[config.mk]
export PLATFORM = sky130hd
export DESIGN_NAME = decode_stage
export DESIGN_NICKNAME = d
export VERILOG_FILES = /design/src/rtl/decode_stage.sv
export SDC_FILE = /design/constraint.sdc
export NUM_CORES = 1
export LEC_CHECK = 0
export ABC_AREA = 1
export BUFFER_PORTS_ARGS = -buffer_cell sky130_fd_sc_hd__buf_2
export CORE_MARGIN = 2
export CORE_UTILIZATION = 40
export DETAILED_ROUTE_END_ITERATION = 10
export GPL_TIMING_DRIVEN = 1
export PLACE_DENSITY = 0.65
export SKIP_CTS_REPAIR_TIMING = 1
export SYNTH_ARGS = -nofsm -noshare
export SYNTH_HDL_FRONTEND = slang
export SYNTH_SLANG_ARGS = --single-unit
[constraint.sdc]
create_clock -name clk -period 5.24 [get_ports clk]
set_clock_uncertainty 0.05 [all_clocks]
set_input_delay 0.262 -clock clk [delete_from_list [all_inputs] [get_ports clk]]
set_output_delay 0.262 -clock clk [all_outputs]
set_load 0.005 [all_outputs]
[src/rtl/decode_stage.sv]
// decode_stage: in-order pipeline decode stage (IF/ID register, decoder,
// load-use hazard detection, ID/EX register).
//
// Ports:
//   clk, res            - clock, asynchronous active-low reset
//   if_valid/if_instr/if_pc - fetch outputs, loaded into IF/ID unless stalled
//   flush               - execute-stage taken-branch kill
//   stall               - combinational; fetch holds PC/instr while high
//   Ra, Rb              - combinational register-file read addresses
//   ex_*                - registered ID/EX payload
//   stall_cnt           - saturating stall counter (only with DECODE_STALL_CNT_EN)
//
// Optional feature macro: DECODE_STALL_CNT_EN
module decode_stage (
    input  logic        clk,
    input  logic        res,
    input  logic        if_valid,
    input  logic [31:0] if_instr,
    input  logic [31:0] if_pc,
    input  logic        flush,
    output logic        stall,
    output logic [4:0]  Ra,
    output logic [4:0]  Rb,
    output logic        ex_valid,
    output logic [5:0]  ex_opcode,
    output logic [4:0]  ex_rd,
    output logic [4:0]  ex_ra,
    output logic [4:0]  ex_rb,
    output logic [31:0] ex_imm,
    output logic [31:0] ex_pc,
    output logic        ex_wr_en,
    output logic        ex_is_load
`ifdef DECODE_STALL_CNT_EN
    ,
    output logic [15:0] stall_cnt
`endif
);

    localparam int unsigned XLEN  = 32;
    localparam int unsigned OPW   = 6;
    localparam int unsigned REGW  = 5;
    localparam int unsigned IMMW  = 16;

    localparam logic [OPW-1:0] OP_RALU   = 6'h00;
    localparam logic [OPW-1:0] OP_IALU   = 6'h01;
    localparam logic [OPW-1:0] OP_LOAD   = 6'h02;
    localparam logic [OPW-1:0] OP_STORE  = 6'h03;
    localparam logic [OPW-1:0] OP_BRANCH = 6'h04;

    // IF/ID register
    logic            ifid_valid_q;
    logic [XLEN-1:0] ifid_instr_q;
    logic [XLEN-1:0] ifid_pc_q;

    // ID/EX register
    logic            ex_valid_q, ex_valid_d;
    logic [OPW-1:0]  ex_opcode_q, ex_opcode_d;
    logic [REGW-1:0] ex_rd_q, ex_rd_d;
    logic [REGW-1:0] ex_ra_q, ex_ra_d;
    logic [REGW-1:0] ex_rb_q, ex_rb_d;
    logic [XLEN-1:0] ex_imm_q, ex_imm_d;
    logic [XLEN-1:0] ex_pc_q, ex_pc_d;
    logic            ex_wr_en_q, ex_wr_en_d;
    logic            ex_is_load_q, ex_is_load_d;

    // Decoded fields
    logic [OPW-1:0]  opcode;
    logic [REGW-1:0] rd;
    logic [REGW-1:0] rs1;
    logic [REGW-1:0] rs2;
    logic [IMMW-1:0] imm;
    logic            reads_a;
    logic            reads_b;
    logic            writes;
    logic            is_load;
    logic [REGW-1:0] rb_addr;
    logic            hazard;
    logic            issue;

    assign opcode = ifid_instr_q[31:26];
    assign rd     = ifid_instr_q[25:21];
    assign rs1    = ifid_instr_q[20:16];
    assign rs2    = ifid_instr_q[15:11];
    assign imm    = ifid_instr_q[15:0];

    // Opcode usage decode; unknown opcodes behave as NOP
    always_comb begin
        reads_a = 1'b0;
        reads_b = 1'b0;
        writes  = 1'b0;
        is_load = 1'b0;
        rb_addr = rs2;
        case (opcode)
            OP_RALU: begin
                reads_a = 1'b1;
                reads_b = 1'b1;
                writes  = 1'b1;
            end
            OP_IALU: begin
                reads_a = 1'b1;
                writes  = 1'b1;
            end
            OP_LOAD: begin
                reads_a = 1'b1;
                writes  = 1'b1;
                is_load = 1'b1;
            end
            OP_STORE, OP_BRANCH: begin
                reads_a = 1'b1;
                reads_b = 1'b1;
                rb_addr = rd;
            end
            default: ;
        endcase
    end

    assign Ra = rs1;
    assign Rb = rb_addr;

    // Load-use hazard: the instruction in EX is a load whose destination is
    // read by the instruction in ID. Flush kills both, so no stall then.
    assign hazard = ex_valid_q && ex_is_load_q && (ex_rd_q != '0) && ifid_valid_q &&
                    ((reads_a && (ex_rd_q == rs1)) || (reads_b && (ex_rd_q == rb_addr)));
    assign stall  = hazard && !flush;

    // An instruction moves to EX only when valid and neither stalled nor flushed
    assign issue = ifid_valid_q && !stall && !flush;

    // ID/EX next-state; stall and flush insert a bubble via the control bits
    always_comb begin
        ex_valid_d   = issue;
        ex_opcode_d  = opcode;
        ex_rd_d      = rd;
        ex_ra_d      = rs1;
        ex_rb_d      = rb_addr;
        ex_imm_d     = {{(XLEN-IMMW){imm[IMMW-1]}}, imm};
        ex_pc_d      = ifid_pc_q;
        ex_wr_en_d   = issue && writes && (rd != '0);
        ex_is_load_d = issue && is_load;
    end

    // IF/ID register: holds while stalled; flush drops the fetched instruction
    always_ff @(posedge clk or negedge res) begin
        if (!res) begin
            ifid_valid_q <= 1'b0;
            ifid_instr_q <= '0;
            ifid_pc_q    <= '0;
        end else if (!stall) begin
            ifid_valid_q <= if_valid && !flush;
            ifid_instr_q <= if_instr;
            ifid_pc_q    <= if_pc;
        end
    end

    // ID/EX register
    always_ff @(posedge clk or negedge res) begin
        if (!res) begin
            ex_valid_q   <= 1'b0;
            ex_opcode_q  <= '0;
            ex_rd_q      <= '0;
            ex_ra_q      <= '0;
            ex_rb_q      <= '0;
            ex_imm_q     <= '0;
            ex_pc_q      <= '0;
            ex_wr_en_q   <= 1'b0;
            ex_is_load_q <= 1'b0;
        end else begin
            ex_valid_q   <= ex_valid_d;
            ex_opcode_q  <= ex_opcode_d;
            ex_rd_q      <= ex_rd_d;
            ex_ra_q      <= ex_ra_d;
            ex_rb_q      <= ex_rb_d;
            ex_imm_q     <= ex_imm_d;
            ex_pc_q      <= ex_pc_d;
            ex_wr_en_q   <= ex_wr_en_d;
            ex_is_load_q <= ex_is_load_d;
        end
    end

    assign ex_valid   = ex_valid_q;
    assign ex_opcode  = ex_opcode_q;
    assign ex_rd      = ex_rd_q;
    assign ex_ra      = ex_ra_q;
    assign ex_rb      = ex_rb_q;
    assign ex_imm     = ex_imm_q;
    assign ex_pc      = ex_pc_q;
    assign ex_wr_en   = ex_wr_en_q;
    assign ex_is_load = ex_is_load_q;

`ifdef DECODE_STALL_CNT_EN
    localparam int unsigned CNTW = 16;

    logic [CNTW-1:0] stall_cnt_q, stall_cnt_d;

    // Saturating count of stall cycles
    always_comb begin
        stall_cnt_d = stall_cnt_q;
        if (stall && (stall_cnt_q != {CNTW{1'b1}})) begin
            stall_cnt_d = stall_cnt_q + CNTW'(1);
        end
    end

    always_ff @(posedge clk or negedge res) begin
        if (!res) begin
            stall_cnt_q <= '0;
        end else begin
            stall_cnt_q <= stall_cnt_d;
        end
    end

    assign stall_cnt = stall_cnt_q;
`endif

endmodule

==> flow_metrics.py <==
metrics = {
    "synthesis": {
        "synth_seq_cells": 137,
        "syn_area_um2": 5000,
        "async_flop_share": 1.00,
        "synth-seq-area-share": 0.685,
        "yosysWarnings": 0,
        "synthCells": 460,
        "avgSynthCellArea_um2": 10.9,
        "post_synth_num_cell_types": 23,
        "synth_ff_type": "dfrtp_1",
        "synth_edf_count": 0,
        "synth_nets": 528,
    },
    "detailed_routing": {
        "drtIter0Drc": 183,
        "firstDrtPassIters": 4,
        "drc": 0,
        "vias": 3718,
        "drt_wl_total_um": 11400,
        "drtAntennaViolNets": 0,
        "post_drt_wl_per_cell_um": 14.1,
        "routed_via_density": 4.61,
    },
    "critical_path": {
        "crit_type": "reg2out",
        "max_stage_delay_ns": 0.60,
        "cp_data_required_time_ns": 4.93,
        "crit_buf_inv": 2,
        "cp_max_fo": 64,
        "cp-start-kind": "flop",
        "worstPathArrival_ns": 3.70,
        "slowest_stage": "nand2_4",
        "critPathCaptureType": "output port",
        "critPathTopFamily": "simple AND/OR/NAND/NOR gates",
        "critical_path.cell_chain": "nor2_1, nand3_1, nand2_2, nand2_1, nand3_1, nand2_1, nor2_1, nand3_2, nand2_4, nand2_4, inv_1, buf_2",
    },
    "global_routing": {
        "grt.overflow.total": 0,
        "grt_pass1_vias": 3568,
        "antenna_found_initial": 0,
        "grt_max_degree": 74,
        "grt_util_all_layers": 0.178,
        "grt_pass1_wl_um": 18000,
    },
    "worst_hold_path": {
        "hp-class": "in2reg",
    },
    "layout": {
        "final_common_cell": "buf_2",
        "drive_gt1_frac": 0.340,
        "syn2layout_area_growth_pct": 31.9,
        "diodes": 0,
        "nets": 695,
        "layout_common_cells": "buf_2, dfrtp_1, nand2_1",
        "utilization": 0.545,
    },
    "power_and_ir_drop": {
        "p_leak_uw": 0.00348,
        "powerDensity_nw_per_um2": 387,
        "peakVddDrop_uv": 224,
    },
    "floorplanning": {
        "row_count": 40,
        "io_pins": 167,
        "fp.dieW_um": 116,
        "die_area_um2": 13400,
        "start_util": 0.413,
        "core_area_um2": 12100,
        "fp.dieH_um": 116,
    },
    "clocking": {
        "cts_sinks": 137,
        "tritoncts": "built",
        "cts_buffer_depth": 2,
        "path_clk_slew_ns": 0.05,
        "htree_levels": 4,
        "cts_root_buf": "clkbuf_16",
        "clkLatencyLatePin_ns": 0.43,
        "cts_buffers": 17,
    },
    "placed_design": {
        "dp_hpwl_um": 7490,
        "numPortBuffers": 166,
        "dp_slack_ns": 1.68,
        "gp_congestion": 0.852,
    },
    "timing": {
        "relSlewSlack": 0.277,
        "setup-violations-final": 0,
        "worst_pin_slew_ns": 1.08,
        "fin_setup_tns_ns": 0,
        "fin_crit_ns": 4.01,
        "grt_setup_unrepaired": "no",
        "slew_viol_final": 0,
        "post-route-period-util": 0.765,
        "worst_slack_ns": 1.23,
        "hold_slack_ns": -0.0146,
        "fmax_mhz": 250,
        "hold_violations": 15,
    },
    "outcome": {
        "violations": "hold timing",
        "status": "complete, but fails checks",
    },
    "job": {
        "cap_violations": 0,
    },
}
-- path summary, 6_finish.rpt --
| kind | cells after the start | start | slack [ns] | to |
|---|---|---|---|---|
| worst max-delay path | 12 | ifid_instr_q[27]$_DFFE_PN0N_ | 1.23 | stall |
| worst min register to register | 0 | ex_pc_d[27]$_DFFE_PN0N_ | 0.32 | ex_pc[27]$_DFF_PN0_ |
| min in group asynchronous | 2 | res | 0.32 | ex_pc_d[21]$_DFFE_PN0N_ |
| worst max register to register | 12 | ifid_instr_q[27]$_DFFE_PN0N_ | 1.87 | ex_wr_en$_DFF_PN0_ |
| worst min-delay path | 3 | if_pc[6] | -0.01 | ex_pc_d[6]$_DFFE_PN0N_ |
| max in group asynchronous | 3 | res | 3.47 | ex_pc[31]$_DFF_PN0_ |
-- layer usage --
layer / share of wire / routed length (um) / track usage
met5: 0 / 0 / 0
met4: 0.020 / 229 / 0.0738
met3: 0.073 / 835 / 0.0654
met1: 0.44 / 4990 / 0.234
met2: 0.47 / 5330 / 0.270
-- per-stage QoR --
step / std cells / cell area, um^2 / total power (uW)
after floorplan: 460 / 5000 / 1210
after detailed placement: 754 / 5750 / 1300
after CTS: 784 / 6380 / 2560
after global routing: 806 / 6600 / 2650
final: 806 / 6600 / 2550
after global placement: 754 / 5750 / 1300
-- flip-flops by register name, indices dropped and copies added (netlist names) --
name          flops
ex_imm           16
ex_is_load        1
ex_opcode         6
ex_pc            32
ex_pc_d          32
ex_ra             5
ex_rb             5
ex_rd             5
ex_valid          1
ex_wr_en          1
ifid_instr_q     32
ifid_valid_q      1
-- cell usage after synthesis (3+ instances only) --
library cell	count	area, um^2
buf_4	28	210
buf_6	6	67.6
clkbuf_1	6	22.5
dfrtp_1	137	3430
inv_1	19	71.3
nand2_1	136	510
nand2_2	12	75.1
nand3_1	79	395
nand3b_1	3	22.5
nor2_1	13	48.8
xor2_1	3	26.3
-- report_power, final --
part | leakage, uW | internal, uW | total (uW) | switching, uW
Sequential | 0.00160 | 1110 | 1150 | 33.1
Combinational | 0.00157 | 73.2 | 149 | 76.2
Clock | 0.000314 | 836 | 1260 | 423
Total | 0.00348 | 2020 | 2550 | 532
-- worst register-to-register path, stage by stage, from the launching register on --
cell	delay [ns]
dfrtp_1	0.43
nor2_1	0.19
nand3_1	0.33
nand2_2	0.27
nand2_1	0.09
nand3_1	0.10
nand2_1	0.06
nor2_1	0.12
nand3_2	0.11
nand2_4	0.52
nand2_4	0.61
nand2_1	0.29
nor2_1	0.07
-- layout make-up --
class                           instances  area [um^2]
Clock buffer                           21          480
Clock inverter                          9          145
Fill cell                            1129         5510
Inverter                               21         78.8
Multi-Input combinational cell        261         1190
Sequential cell                       137         3430
Tap cell                              168          210
Timing Repair Buffer                  189         1060
-- cells by family (layout without fill, tap and decap cells) --
family / after synthesis / count (layout) / share of synthesized area
flip-flops: 137 / 137 / 0.685
XOR/XNOR: 3 / 3 / 0.00525
AO/OA/AOI/OAI: 5 / 5 / 0.00675
AND/OR/NAND/NOR: 253 / 253 / 0.226
buffers and inverters: 62 / 240 / 0.0768
(Power assumes the default switching activity.)
